## src/rtl/ledpanel_fb_writer.sv

```systemverilog
// Frame-buffer writer: splits a raster RGB pixel stream into per-bit-plane
// writes into the back half of the double-buffered LED panel memory.
module ledpanel_fb_writer #(
  parameter int N_ROWS_MAX       = 64,
  parameter int N_COLS_MAX       = 256,
  parameter int BITDEPTH_MAX     = 8,
  parameter int MEM_DEPTH        = N_ROWS_MAX*N_COLS_MAX,
  parameter int W_MEM_ADDR_WIDTH = $clog2(MEM_DEPTH)-1,
  parameter int W_MEM_DATA_WIDTH = 6
) (
  input  logic                            clk,
  input  logic                            ctrl_rst_n,
  input  logic                            ctrl_en,
  input  logic [31:0]                     ctrl_n_rows,
  input  logic [31:0]                     ctrl_n_cols,
  input  logic [31:0]                     ctrl_bitdepth,
  input  logic                            disp_buffer,
  input  logic                            s_valid,
  output logic                            s_ready,
  input  logic                            s_sof,
  input  logic [3*BITDEPTH_MAX-1:0]       s_data,
  output logic                            mem_clk,
  output logic                            mem_we,
  output logic                            mem_buffer,
  output logic [W_MEM_ADDR_WIDTH-1:0]     mem_addr,
  output logic [$clog2(BITDEPTH_MAX)-1:0] mem_bit,
  output logic [W_MEM_DATA_WIDTH-1:0]     mem_din,
  output logic [W_MEM_DATA_WIDTH-1:0]     mem_wmask,
  output logic                            frame_done,
  output logic                            frame_err
);

  localparam int N_LANES = 3;
  localparam int ROW_W   = $clog2(N_ROWS_MAX+1);
  localparam int COL_W   = $clog2(N_COLS_MAX+1);
  localparam int D_W     = $clog2(BITDEPTH_MAX+1);
  localparam int BIT_W   = $clog2(BITDEPTH_MAX);
  localparam int AW      = W_MEM_ADDR_WIDTH;
  localparam int PIX_W   = N_LANES*BITDEPTH_MAX;

  typedef enum logic [1:0] {IDLE, ACCEPT, WRITE, DONE} state_t;

  state_t             state, nxt;
  logic [ROW_W-1:0]   rows_q, rows_in, row_q, half;
  logic [COL_W-1:0]   cols_q, cols_in, col_q;
  logic [D_W-1:0]     d_q, d_in, plane_q, nxt_plane, src_d;
  logic [AW-1:0]      addr_q, src_addr;
  logic               bot_q, src_bot;
  logic [PIX_W-1:0]   pix_q, src_pix;
  logic [BIT_W-1:0]   cbit;
  logic [N_LANES-1:0] lanes;
  logic               accept, start, take, last_plane, last_pix, advance;

  assign mem_clk = clk;

  // Frame geometry is sanitised at latch time so a bad config can't run the
  // counters past the memory.
  always_comb begin
    d_in = ctrl_bitdepth[D_W-1:0];
    if (ctrl_bitdepth == '0) d_in = D_W'(1);
    else if (ctrl_bitdepth > 32'(BITDEPTH_MAX)) d_in = D_W'(BITDEPTH_MAX);
    rows_in = {ctrl_n_rows[ROW_W-1:1], 1'b0};
    if (ctrl_n_rows > 32'(N_ROWS_MAX)) rows_in = ROW_W'(N_ROWS_MAX);
    else if (ctrl_n_rows < 32'd2) rows_in = ROW_W'(2);
    cols_in = ctrl_n_cols[COL_W-1:0];
    if (ctrl_n_cols > 32'(N_COLS_MAX)) cols_in = COL_W'(N_COLS_MAX);
    else if (ctrl_n_cols == '0) cols_in = COL_W'(1);
  end

  assign half       = rows_q >> 1;
  assign accept     = s_valid && s_ready && ctrl_en;
  assign start      = accept && s_sof && (state == IDLE || state == ACCEPT);
  assign take       = accept && (state == ACCEPT);
  assign last_plane = (state == WRITE) && (plane_q == d_q - D_W'(1));
  assign last_pix   = (row_q == rows_q - ROW_W'(1)) && (col_q == cols_q - COL_W'(1));
  assign advance    = ctrl_en && last_plane && !last_pix;

  always_comb begin
    nxt = state;
    unique case (state)
      IDLE:    if (start) nxt = WRITE;
      ACCEPT:  if (accept) nxt = WRITE;
      WRITE:   if (last_plane) nxt = last_pix ? DONE : ACCEPT;
      default: nxt = IDLE;
    endcase
    if (!ctrl_en) nxt = IDLE;
  end

  // Output registers are loaded from next-state values so the first plane
  // lands the cycle right after acceptance; on acceptance the beat itself
  // (and, for sof, the fresh origin/depth) is the source.
  always_comb begin
    src_pix   = pix_q;
    src_addr  = addr_q;
    src_bot   = bot_q;
    src_d     = d_q;
    nxt_plane = plane_q + D_W'(1);
    if (state != WRITE) begin
      src_pix   = s_data;
      nxt_plane = '0;
      if (s_sof) begin
        src_addr = '0;
        src_bot  = 1'b0;
        src_d    = d_in;
      end
    end
    cbit = BIT_W'(BITDEPTH_MAX - 32'(src_d) + 32'(nxt_plane));
  end

  for (genvar c = 0; c < N_LANES; c++) begin : g_lane
    logic [BITDEPTH_MAX-1:0] chan;
    assign chan     = src_pix[(N_LANES-c)*BITDEPTH_MAX-1 -: BITDEPTH_MAX];
    assign lanes[c] = chan[cbit];
  end

  always_ff @(posedge clk or negedge ctrl_rst_n) begin
    if (!ctrl_rst_n) begin
      state   <= IDLE;
      plane_q <= '0;
    end else begin
      state   <= nxt;
      plane_q <= (nxt == WRITE) ? nxt_plane : '0;
    end
  end

  // Address is a running counter restarted at the half boundary, so it
  // tracks (row mod H)*cols + col without a multiplier.
  always_ff @(posedge clk or negedge ctrl_rst_n) begin
    if (!ctrl_rst_n) begin
      rows_q <= '0;
      cols_q <= '0;
      d_q    <= '0;
      row_q  <= '0;
      col_q  <= '0;
      addr_q <= '0;
      bot_q  <= 1'b0;
      pix_q  <= '0;
    end else begin
      if (start) begin
        rows_q <= rows_in;
        cols_q <= cols_in;
        d_q    <= d_in;
        row_q  <= '0;
        col_q  <= '0;
        addr_q <= '0;
        bot_q  <= 1'b0;
      end else if (advance) begin
        addr_q <= addr_q + AW'(1);
        if (col_q == cols_q - COL_W'(1)) begin
          col_q <= '0;
          row_q <= row_q + ROW_W'(1);
          if (row_q + ROW_W'(1) == half) begin
            addr_q <= '0;
            bot_q  <= 1'b1;
          end
        end else begin
          col_q <= col_q + COL_W'(1);
        end
      end
      if (start || take) pix_q <= s_data;
    end
  end

  always_ff @(posedge clk or negedge ctrl_rst_n) begin
    if (!ctrl_rst_n) begin
      s_ready    <= 1'b0;
      mem_we     <= 1'b0;
      mem_buffer <= 1'b0;
      mem_addr   <= '0;
      mem_bit    <= '0;
      mem_din    <= '0;
      mem_wmask  <= '0;
      frame_done <= 1'b0;
      frame_err  <= 1'b0;
    end else begin
      s_ready    <= ctrl_en && (nxt == IDLE || nxt == ACCEPT);
      mem_we     <= (nxt == WRITE);
      frame_done <= (nxt == DONE);
      frame_err  <= start && (state == ACCEPT);
      if (start) mem_buffer <= ~disp_buffer;
      if (nxt == WRITE) begin
        mem_bit   <= nxt_plane[BIT_W-1:0];
        mem_addr  <= src_addr;
        mem_wmask <= src_bot ? 6'b111000 : 6'b000111;
        mem_din   <= src_bot ? {lanes, 3'b000} : {3'b000, lanes};
      end
    end
  end

endmodule

```

## config.mk

```make
export PLATFORM = sky130hd
export DESIGN_NAME = ledpanel_fb_writer
export DESIGN_NICKNAME = d
export VERILOG_FILES = /design/src/rtl/ledpanel_fb_writer.sv
export SDC_FILE = /design/constraint.sdc
export NUM_CORES = 1
export LEC_CHECK = 0
export CAP_MARGIN = 20
export CORE_ASPECT_RATIO = 1.25
export CORE_MARGIN = 8
export CORE_UTILIZATION = 55
export CTS_BUF_LIST = sky130_fd_sc_hd__clkbuf_2
export CTS_CLUSTER_DIAMETER = 30
export DETAILED_ROUTE_END_ITERATION = 12
export PLACE_DENSITY_LB_ADDON = 0.3
export REMOVE_ABC_BUFFERS = 1
export SYNTH_ARGS = -nofsm -noshare
export SYNTH_HDL_FRONTEND = slang
export SYNTH_SLANG_ARGS = --single-unit
```

## constraint.sdc

```tcl
create_clock -name clk -period 8.9 [get_ports clk]
set_input_delay 1.335 -clock clk [delete_from_list [all_inputs] [get_ports clk]]
set_output_delay 1.335 -clock clk [all_outputs]
set_load 0.02 [all_outputs]
```

* Word-level counts from Yosys, hierarchy flattened
Index checks and enable logic that the tools add are counted.
** Word-level totals
- Output and inout bits :: 34
- Input bits :: 126
- Flip-flop bits (word level) :: 113
** Cells by class
- Multiplexer cells :: 43
- Order comparisons :: 5
- Reductions and logical operators :: 24
- Add/sub/neg operators :: 9
- Bitwise gates (word level) :: 1
- Equality and inequality tests :: 10
** Operators by type and width (number)
- 13-bit two-way mux :: 6
- 32-bit zero test :: 2
- 9-bit two-way mux :: 5
- 7-bit two-way mux :: 5
- 32-bit by 4-bit greater-than comparator with 1-bit output (second input constant) :: 1
- 32-bit by 7-bit greater-than comparator with 1-bit output (second input constant) :: 1
- 32-bit by 9-bit greater-than comparator with 1-bit output (second input constant) :: 1
- 32-bit by 2-bit less-than comparator with 1-bit output (second input constant) :: 1
- 24-bit two-way mux :: 1
- 4-bit two-way mux :: 4
- 13-bit by 1-bit adder with 13-bit output (second input constant) :: 1
- 6-bit two-way mux :: 2
- 1-bit logical AND :: 11
- 2-bit two-way mux :: 5
- 9-bit by 1-bit adder with 9-bit output (second input constant) :: 1
- 1-bit binary-select mux with 3-bit select :: 3
- 9-bit == test :: 1
- 1-bit two-way mux :: 9
- 9-bit by 1-bit subtractor with 9-bit output (second input constant) :: 1
- 7-bit by 1-bit adder with 7-bit output (second input constant) :: 1
- 7-bit by 6-bit == test with 1-bit output :: 1
- 7-bit == test :: 1
- 7-bit by 1-bit subtractor with 7-bit output (second input constant) :: 1
- 2-bit == test (second input constant) :: 3
- other kinds (17) :: 24

* Depth between registers and ports, before layout
- Depth in word-level cells :: 10
- Depth in mapped cells :: 13

==> out/qor.csv <==
stage;metric;value;unit
route;vias_per_cell;5.863;
sta;maxSlewViolCount;0;
sta;worst_pin_slew;0.9315;ns
yosys;synth_area_per_cell;10.25;um^2
critical_path;crit_buf_inv;3;
sta;slew_headroom;0.3790;
sta;finalSetupViolCount;0;
route;drt_first_iter_violations;321;
sta;setup_slack;2.405;ns
sta;rsz0062_at_grt;false;
power_and_ir_drop;power_density;127.2;mW/mm^2
floorplanning;core;0.01092;mm^2
floorplanning;die_h;133.2;um
place;post-place-ws;2.607;ns
yosys;synth_edf_count;0;
yosys;ys_ff_latch;108;
sta;fin_skew;0.03138;ns
clock_network;cts_tree;yes;
clock_network;clkTransAtPathRegs;0.26;ns
cells_and_area;nets;869;
critical_path;critical_path.endpoint_type;output port;
clock_network;hold_buffers;0;
cells_and_area;diodes;0;
yosys;ys_async_sr_fraction;1.000;
yosys;yosys_warnings;0;
critical_path;required;7.57;ns
critical_path;worstReg2RegStart;state[0]$_DFF_PN0_;
critical_path;slowest_delay;0.53;ns
critical_path;crit_path_start;clk;
route;ant_nets;0;
sta;fin_tns_setup;0;ns
yosys;synth_top_area_share;0.4470;
critical_path;worst-endpoint-arrival;5.16;ns
floorplanning;die_w;109.8;um
floorplanning;rows;43;
critical_path;critPathSlowestCell;clkdlybuf4s50_1;
min_path;hold_start;mem_bit[1]$_DFFE_PN0N_;
critical_path;critical_path_class;clk2out;
yosys;synth_top_area_cell;dfrtp_1;
yosys;synth_cells;590;
floorplanning;io_pins;160;
route;drc;0;
place;gp_congestion;0.8250;
cells_and_area;layout_commonest_cell;clkdlybuf4s50_1;
min_path;hp-class;reg2reg;
yosys;yosysSeqAreaShare;0.4470;
route;vias;5124;
floorplanning;die_area;0.01462;mm^2
cells_and_area;layout-drive-gt1-share;0.1137;
yosys;syn_area;0.006046;mm^2
route;drt_first_pass_iters;5;
yosys;ys.flop_type;dfrtp_1;
critical_path;cp_top_family;buffers and inverters;
cells_and_area;fin_cells;874;
yosys;synth.area.top_cells;dfrtp_1, mux4_2, mux2_2, nand2_1, a22o_1;
place;place_hpwl;12.12;mm
cells_and_area;area_growth;29.45;%
power_and_ir_drop;p_leak;3.421;nW
place;dp_cells;853;
clock_network;cts_setup_buffers;0;
job;drv_cap;0;
critical_path;critical_path_peak_fanout;2;
power_and_ir_drop;peakVddDrop;0.0001078;V
global_route;grt_pass1_vias;5432;
global_route;grt_max_degree;75;
critical_path;crit_chain;clkbuf_2, clkbuf_2, clkdlybuf4s50_1;
floorplanning;initial_core_util;0.5536;
sta;finalHoldViolCount;0;
status;status;completed;
route;wire_per_inst;17.95;um
global_route;groute.usage.overall;0.2178;
global_route;grt_pass1_wl;25.60;mm
yosys;ys_types;64;
place;io_buffers;159;
critical_path;critPathMostFrequentCell;clkbuf_2;
cells_and_area;final_cell_mix;clkdlybuf4s50_1, dfrtp_1, nand2_1;
critical_path;startpoint_type;clock port;
global_route;antenna_found_initial;0;
sta;hold-worst-slack;0.5168;ns
route;routed_wl;15.68;mm
clock_network;post_cts_resized;0;
clock_network;clock_latency;0.70;ns
global_route;grt_overflow;0;
## worst paths after layout
check                      slack [ns]                      to  depth (start not counted)
max                              2.40                 mem_clk                          3
min                              0.52  mem_bit[1]$_DFFE_PN0N_                          1
max reg2reg                      5.15  mem_din[4]$_DFFE_PN0N_                         10
min reg2reg                      0.52  mem_bit[1]$_DFFE_PN0N_                          1
max in group asynchronous        7.08  mem_din[4]$_DFFE_PN0N_                          2
min in group asynchronous        0.53   cols_q[3]$_DFFE_PN0P_                          1
## flip-flops by register name, indices dropped and copies added, names as in the netlist, 2 cells and up
register,flops
mem_addr,13
state,2
addr_q,13
mem_bit,3
cols_q,9
plane_q,4
d_q,4
rows_q,6
col_q,9
pix_q,24
mem_wmask,2
mem_din,6
row_q,7
## cell type report
class,count,area [um^2]
Clock buffer,14,75.07
Timing Repair Buffer,165,1664
Tap cell,135,168.9
Clock inverter,6,50.05
Sequential cell,108,2703
Fill cell,838,3095
Multi-Input combinational cell,427,3094
Inverter,19,71.32
## logic make-up after synthesis
| kind of cell | synth area share |
|---|---|
| compound gates | 0.1380 |
| xor+xnor | 0.04636 |
| fa+ha+maj | 0.02152 |
| buf+inv | 0.04408 |
| flops | 0.4470 |
| mux | 0.1109 |
| simple gates | 0.1921 |
## metal layers
layer  global-route usage  vias up  part of all wire
met5                    0        -                 0
met4              0.07825        0             0.016
met3              0.04302       21             0.045
met2               0.3774      127              0.53
met1               0.2578     2536              0.41
li1                     -     2440                 -
## synthesized netlist by cell type (10+ instances only)
| cell | n |
|---|---|
| nand2_1 | 63 |
| a21oi_1 | 13 |
| clkbuf_1 | 20 |
| a22o_1 | 23 |
| mux4_2 | 15 |
| xnor2_1 | 15 |
| nor3_1 | 17 |
| o22ai_1 | 10 |
| dfrtp_1 | 108 |
| inv_1 | 19 |
| nand2b_1 | 11 |
| and3_1 | 18 |
| o21ai_0 | 29 |
| mux2_2 | 26 |
| nor2_1 | 34 |
| nor4_1 | 20 |
| nand3_1 | 18 |
| xor2_1 | 17 |
| a21o_1 | 10 |
## where the power goes
part / switching [mW] / internal, mW
sequential: 0.0269 / 0.533
combinational: 0.0813 / 0.118
clock: 0.179 / 0.0573
## metrics by stage
| stage | utilization | area [um^2] | total power [mW] |
|---|---|---|---|
| finish | 0.7166 | 7826 | 0.9956 |
| global route | 0.7166 | 7826 | 1.048 |
| CTS | 0.7122 | 7779 | 1.005 |
| detailed placement | 0.7017 | 7664 | 0.7826 |
| global placement | 0.7017 | 7664 | 0.7714 |
| floorplan | - | 5851 | 0.6563 |
Note: power is estimated with default switching activity, not from simulation.
